$ cat config.mk
export PLATFORM = sky130hd
export DESIGN_NAME = instr_fetch
export DESIGN_NICKNAME = d
export VERILOG_FILES = /design/src/rtl/cpu_pkg.sv /design/src/rtl/pc_next.sv /design/src/rtl/instr_fetch.sv
export SDC_FILE = /design/constraint.sdc
export NUM_CORES = 1
export LEC_CHECK = 0
export ABC_AREA = 1
export CAP_MARGIN = 20
export CORE_UTILIZATION = 40
export DETAILED_ROUTE_END_ITERATION = 7
export GPL_TIMING_DRIVEN = 0
export HOLD_SLACK_MARGIN = 0.05
export PLACE_DENSITY = 0.74
export SETUP_SLACK_MARGIN = 0.1
export SYNTH_ARGS = -nofsm -noshare
export SYNTH_HDL_FRONTEND = slang
export SYNTH_SLANG_ARGS = --single-unit
$ cat constraint.sdc
create_clock -name clk -period 2.1 [get_ports clk]
set_input_delay 0.42 -clock clk [delete_from_list [all_inputs] [get_ports clk]]
set_output_delay 0.42 -clock clk [all_outputs]
set_load 0.02 [all_outputs]
$ cat src/rtl/cpu_pkg.sv
// Shared CPU definitions: widths, decoder branch codes and the fetch FSM state encoding.
package cpu_pkg;

    localparam int PC_W    = 15;
    localparam int INSTR_W = 16;

    // Code 2'b11 is left out on purpose; every consumer treats it like BR_NONE.
    typedef enum logic [1:0] {
        BR_NONE   = 2'b00,
        BR_BRANCH = 2'b01,
        BR_JUMP   = 2'b10
    } branch_e;

    typedef enum logic [1:0] {
        ST_IDLE  = 2'b00,
        ST_FETCH = 2'b01,
        ST_ISSUE = 2'b10
    } fetch_state_e;

endpackage

$ cat src/rtl/pc_next.sv
// Combinational next-PC selection: sequential, relative branch or absolute jump, all modulo 2^PC_W.
module pc_next
    import cpu_pkg::*;
(
    input  logic [PC_W-1:0]    pc_i,
    input  logic [1:0]         branch_i,
    input  logic [PC_W-1:0]    pc_change_i,
    input  logic [INSTR_W-1:0] jump_target_i,
    output logic [PC_W-1:0]    next_pc_o
);

    always_comb begin
        next_pc_o = pc_i + PC_W'(1);
        case (branch_i)
            BR_BRANCH: next_pc_o = pc_i + pc_change_i;
            BR_JUMP:   next_pc_o = jump_target_i[PC_W-1:0];
            default:   next_pc_o = pc_i + PC_W'(1);
        endcase
    end

endmodule

$ cat src/rtl/instr_fetch.sv
// Instruction fetch unit: IDLE -> FETCH -> ISSUE loop holding one instruction for the datapath.
// Optional retire counter is enabled by defining INSTR_FETCH_RETIRE_COUNT_EN.
module instr_fetch
    import cpu_pkg::*;
#(
    parameter logic [PC_W-1:0] RESET_PC = 15'h0000
) (
    input  logic               clk,
    input  logic               rst_n,
    input  logic               run,
    output logic               mem_req,
    output logic [PC_W-1:0]    mem_addr,
    input  logic               mem_rvalid,
    input  logic [INSTR_W-1:0] mem_rdata,
    output logic [INSTR_W-1:0] instr,
    output logic               instr_valid,
    input  logic               exec_ready,
    input  logic [1:0]         branch,
    input  logic [PC_W-1:0]    pc_change,
    input  logic [INSTR_W-1:0] jump_target,
    output logic [PC_W-1:0]    pc,
    output logic               busy
`ifdef INSTR_FETCH_RETIRE_COUNT_EN
    ,
    output logic [31:0]        retire_count
`endif
);

    fetch_state_e       state_q;
    logic [PC_W-1:0]    pc_q;
    logic [PC_W-1:0]    pc_d;
    logic [INSTR_W-1:0] instr_q;
    logic               mem_req_q;
    logic               instr_valid_q;
    logic               busy_q;
    logic               retire;

    pc_next u_pc_next (
        .pc_i          (pc_q),
        .branch_i      (branch),
        .pc_change_i   (pc_change),
        .jump_target_i (jump_target),
        .next_pc_o     (pc_d)
    );

    assign retire = (state_q == ST_ISSUE) && exec_ready;

    // Outputs are registered alongside the state so they change only on clock edges.
    always_ff @(posedge clk or negedge rst_n) begin
        if (!rst_n) begin
            state_q       <= ST_IDLE;
            pc_q          <= RESET_PC;
            instr_q       <= '0;
            mem_req_q     <= 1'b0;
            instr_valid_q <= 1'b0;
            busy_q        <= 1'b0;
        end else begin
            case (state_q)
                ST_IDLE: begin
                    if (run) begin
                        state_q   <= ST_FETCH;
                        mem_req_q <= 1'b1;
                        busy_q    <= 1'b1;
                    end
                end
                ST_FETCH: begin
                    if (mem_rvalid) begin
                        state_q       <= ST_ISSUE;
                        instr_q       <= mem_rdata;
                        mem_req_q     <= 1'b0;
                        instr_valid_q <= 1'b1;
                    end
                end
                ST_ISSUE: begin
                    // A late run drop still lets this instruction retire and move pc on.
                    if (exec_ready) begin
                        pc_q          <= pc_d;
                        instr_valid_q <= 1'b0;
                        if (run) begin
                            state_q   <= ST_FETCH;
                            mem_req_q <= 1'b1;
                        end else begin
                            state_q <= ST_IDLE;
                            busy_q  <= 1'b0;
                        end
                    end
                end
                default: begin
                    state_q       <= ST_IDLE;
                    mem_req_q     <= 1'b0;
                    instr_valid_q <= 1'b0;
                    busy_q        <= 1'b0;
                end
            endcase
        end
    end

    assign mem_req     = mem_req_q;
    assign mem_addr    = pc_q;
    assign instr       = instr_q;
    assign instr_valid = instr_valid_q;
    assign pc          = pc_q;
    assign busy        = busy_q;

`ifdef INSTR_FETCH_RETIRE_COUNT_EN
    logic [31:0] retire_cnt_q;

    always_ff @(posedge clk or negedge rst_n) begin
        if (!rst_n) begin
            retire_cnt_q <= '0;
        end else if (retire) begin
            retire_cnt_q <= retire_cnt_q + 32'd1;
        end
    end

    assign retire_count = retire_cnt_q;
`else
    logic unused_retire;
    assign unused_retire = retire;
`endif

endmodule

==> results.json <==
{
  "die_x_um": 83.8,
  "synthCells": 372,
  "violations": "DRC",
  "grt.overflow.total": 0,
  "hold_path.class": "in2async",
  "viasPerCell": 4.95,
  "slew_headroom_pct": 44.2,
  "grt_pass1_vias": 2642,
  "synth_area_per_cell_um2": 7.20,
  "syn_nets": 441,
  "die_h_um": 83.8,
  "outcome": "complete, but fails checks",
  "rrSetupSlack_ns": 0.31,
  "setup_viol": 0,
  "synth_xor_area_share_pct": 1.64,
  "synth_compound_area_share_pct": 6.26,
  "clk_latency_ns": 0.29,
  "critPathLaunchType": "input port",
  "cts-root-buf": "clkbuf_8",
  "regArea_um2": 901,
  "synthSimpleGateAreaFrac_pct": 28.7,
  "grt_max_degree": 37,
  "r2r-start": "mem_addr[0]",
  "clk_pin_slew_ns": 0.08,
  "synth-seq-area-share_pct": 33.6,
  "synthArstFlopShare_pct": 100,
  "num_vias": 2818,
  "p_leak_nw": 2.14,
  "yosys_register_bits": 36,
  "cts.sinks": 36,
  "rows": 29,
  "maxSlewViolCount": 0,
  "yosysTopAreaCellShare_pct": 33.6,
  "start_util_pct": 41.7,
  "diodes": 0,
  "synth_edf_count": 0,
  "grt.total_usage_pct": 21.3,
  "period_needed_ns": 1.94,
  "first_iter_violations": 208,
  "worstPathRequired_ns": 2.29,
  "synth.area.mux_share_pct": 7.85,
  "synthTopCellsByArea": "dfrtp_1, nand2_1, inv_1",
  "cts_buffers": 5,
  "max_freq_mhz": 515,
  "routedWlPerCell_um": 13.4,
  "drt-total-wl_mm": 7.63,
  "dieArea_um2": 7020,
  "synth_top_cell_by_area": "dfrtp_1",
  "multi_input_area_um2": 1560,
  "clock_skew_ns": 0.00699,
  "drive_above_1_share_pct": 21.7,
  "path_max_fanout": 4,
  "synth_common_cells": "nand2_1, inv_1, nor2_1",
  "antenna_found_initial": 0,
  "areaGrowthSynthToFinish_pct": 55.1,
  "nNetsFinal": 560,
  "synth_top_family_by_area": "simple AND/OR/NAND/NOR gates",
  "total_power_mw": 5.24,
  "placed_area_um2": 3790,
  "cts_tree": "done",
  "grt_pass1_wl_mm": 12.0,
  "tightest_slew_ns": 0.838,
  "grt_setup_unrepaired": "true",
  "syn_area_um2": 2680,
  "ctsHoldBuffers": 0,
  "synth_most_common_cell": "nand2_1",
  "clockBufferDepth": 2,
  "power.density_nw_per_um2": 1260,
  "yosys.area_share.adder_pct": 7.29,
  "worstPathArrival_ns": 2.13,
  "crit_type": "in2reg",
  "ir_worst_vdd_v": 0.000878,
  "final_antenna_net_count": 0,
  "ys_dominant_reg_cell": "dfrtp_1",
  "numPortBuffers": 101,
  "io_pins": 103,
  "fin_crit_sh_pct": 92.5,
  "n_fill_cell": 551,
  "first_pass_iters": 7,
  "dpl.hpwl_mm": 5.29,
  "htreeDepth": 2,
  "startpoint": "branch[1]",
  "finalHoldViolations": 0,
  "maxCapViolations": 0,
  "gp_congestion": 0.894,
  "fin_area_um2": 4150,
  "crit_path_end_kind": "flip-flop",
  "fin_util_pct": 64.7,
  "synth_cell_types": 32,
  "core_um2": 6420,
  "yosys_warnings": 0,
  "drc": 10
}
## stage by stage
stage               std cells  setup WS, ns  TNS, ns  hold slack [ns]
finish                    569         0.157        0            0.226
global route              569        0.0577        0            0.286
CTS                       562        0.0945        0            0.260
detailed placement        550        -0.650    -7.28            0.487
global placement          550        -0.585   -15.46            0.483
floorplan                 372        0.0672        0            0.124
## layout by cell type (no fill, tap or decap), types with 2 or more instances in the layout
cell type        count
inv_2                5
a21oi_1             12
buf_6                2
o21ai_0              8
dfrtp_1             36
o21ai_1              4
xor2_1               4
clkbuf_8             5
nor2_2               7
ha_1                 6
buf_4               24
ha_4                 5
mux2_2               8
nand4_1              3
inv_1               59
clkdlybuf4s50_1     97
mux2_4               8
nand2_1             97
ha_2                 3
a21oi_2              3
nor2_4               2
buf_2                4
nor2_1              35
nand2_2             11
nand3_2              6
clkbuf_2             2
nand3_1             16
## sequential cells by signal, summed over array words and instances, names as in the netlist
name         count
mem_req          1
mem_addr        15
instr           16
busy             1
state_q          2
instr_valid      1
## power breakdown
group,switching (mW),internal (mW)
clock network,0.283,0.236
logic,1.65,1.74
registers,0.310,1.03
total,2.24,3.01
## layer usage
layer / global-route usage (%) / vias to the layer above / share of wire [%]
met5: 0 / - / 0
met4: 7.68 / 0 / 2.1
met3: 5.04 / 16 / 6.8
met2: 37.3 / 110 / 51
met1: 25.2 / 1323 / 41
li1: - / 1369 / -
## worst max-delay path, cell delays in order
cell and delay, ns:
clkbuf_2 0.11, nor2_4 0.14, inv_4 0.07, or2_4 0.26, ha_4 0.17, inv_2 0.05
fa_2 0.21, inv_2 0.06, nand3_2 0.08, nand3_4 0.10, a21oi_4 0.17, nand2b_4 0.14
nand3_2 0.05, nand2_1 0.07, nand2_1 0.04
## repair_timing
action,in CTS,in global routing
endpoints found under the setup margin,13,11
resized for setup,18,32
setup buffers,4,6
gates cloned,0,1
pin swaps,6,15
## worst paths after layout
| path | to | cells after the start |
|---|---|---|
| setup / recovery | mem_addr[8] | 15 |
| min in group clk | mem_req | 1 |
| hold reg to reg | mem_req | 1 |
| hold / removal | mem_addr[2] | 1 |
| max in group asynchronous | mem_req | 1 |
| setup reg to reg | mem_addr[12] | 12 |
## final cells by class
class / instances / share of cell area [%]
multi-input cells: 250 / 37.5
repair buffers: 112 / 26.5
flip-flops and latches: 36 / 21.7
inverters: 65 / 5.94
plain buffers: 21 / 3.80
well taps: 77 / 2.32
clock buffers: 5 / 1.66
clock inverters: 3 / 0.512
## kinds of logic (layout without fill, tap and decap cells)
family	count (synthesis)	after routing
simple gates	182	182
flops	36	36
compound gates	32	32
mux	16	16
buf+inv	86	206
fa+ha+maj	15	15
xor+xnor	5	5
(Power assumes the default switching activity.)
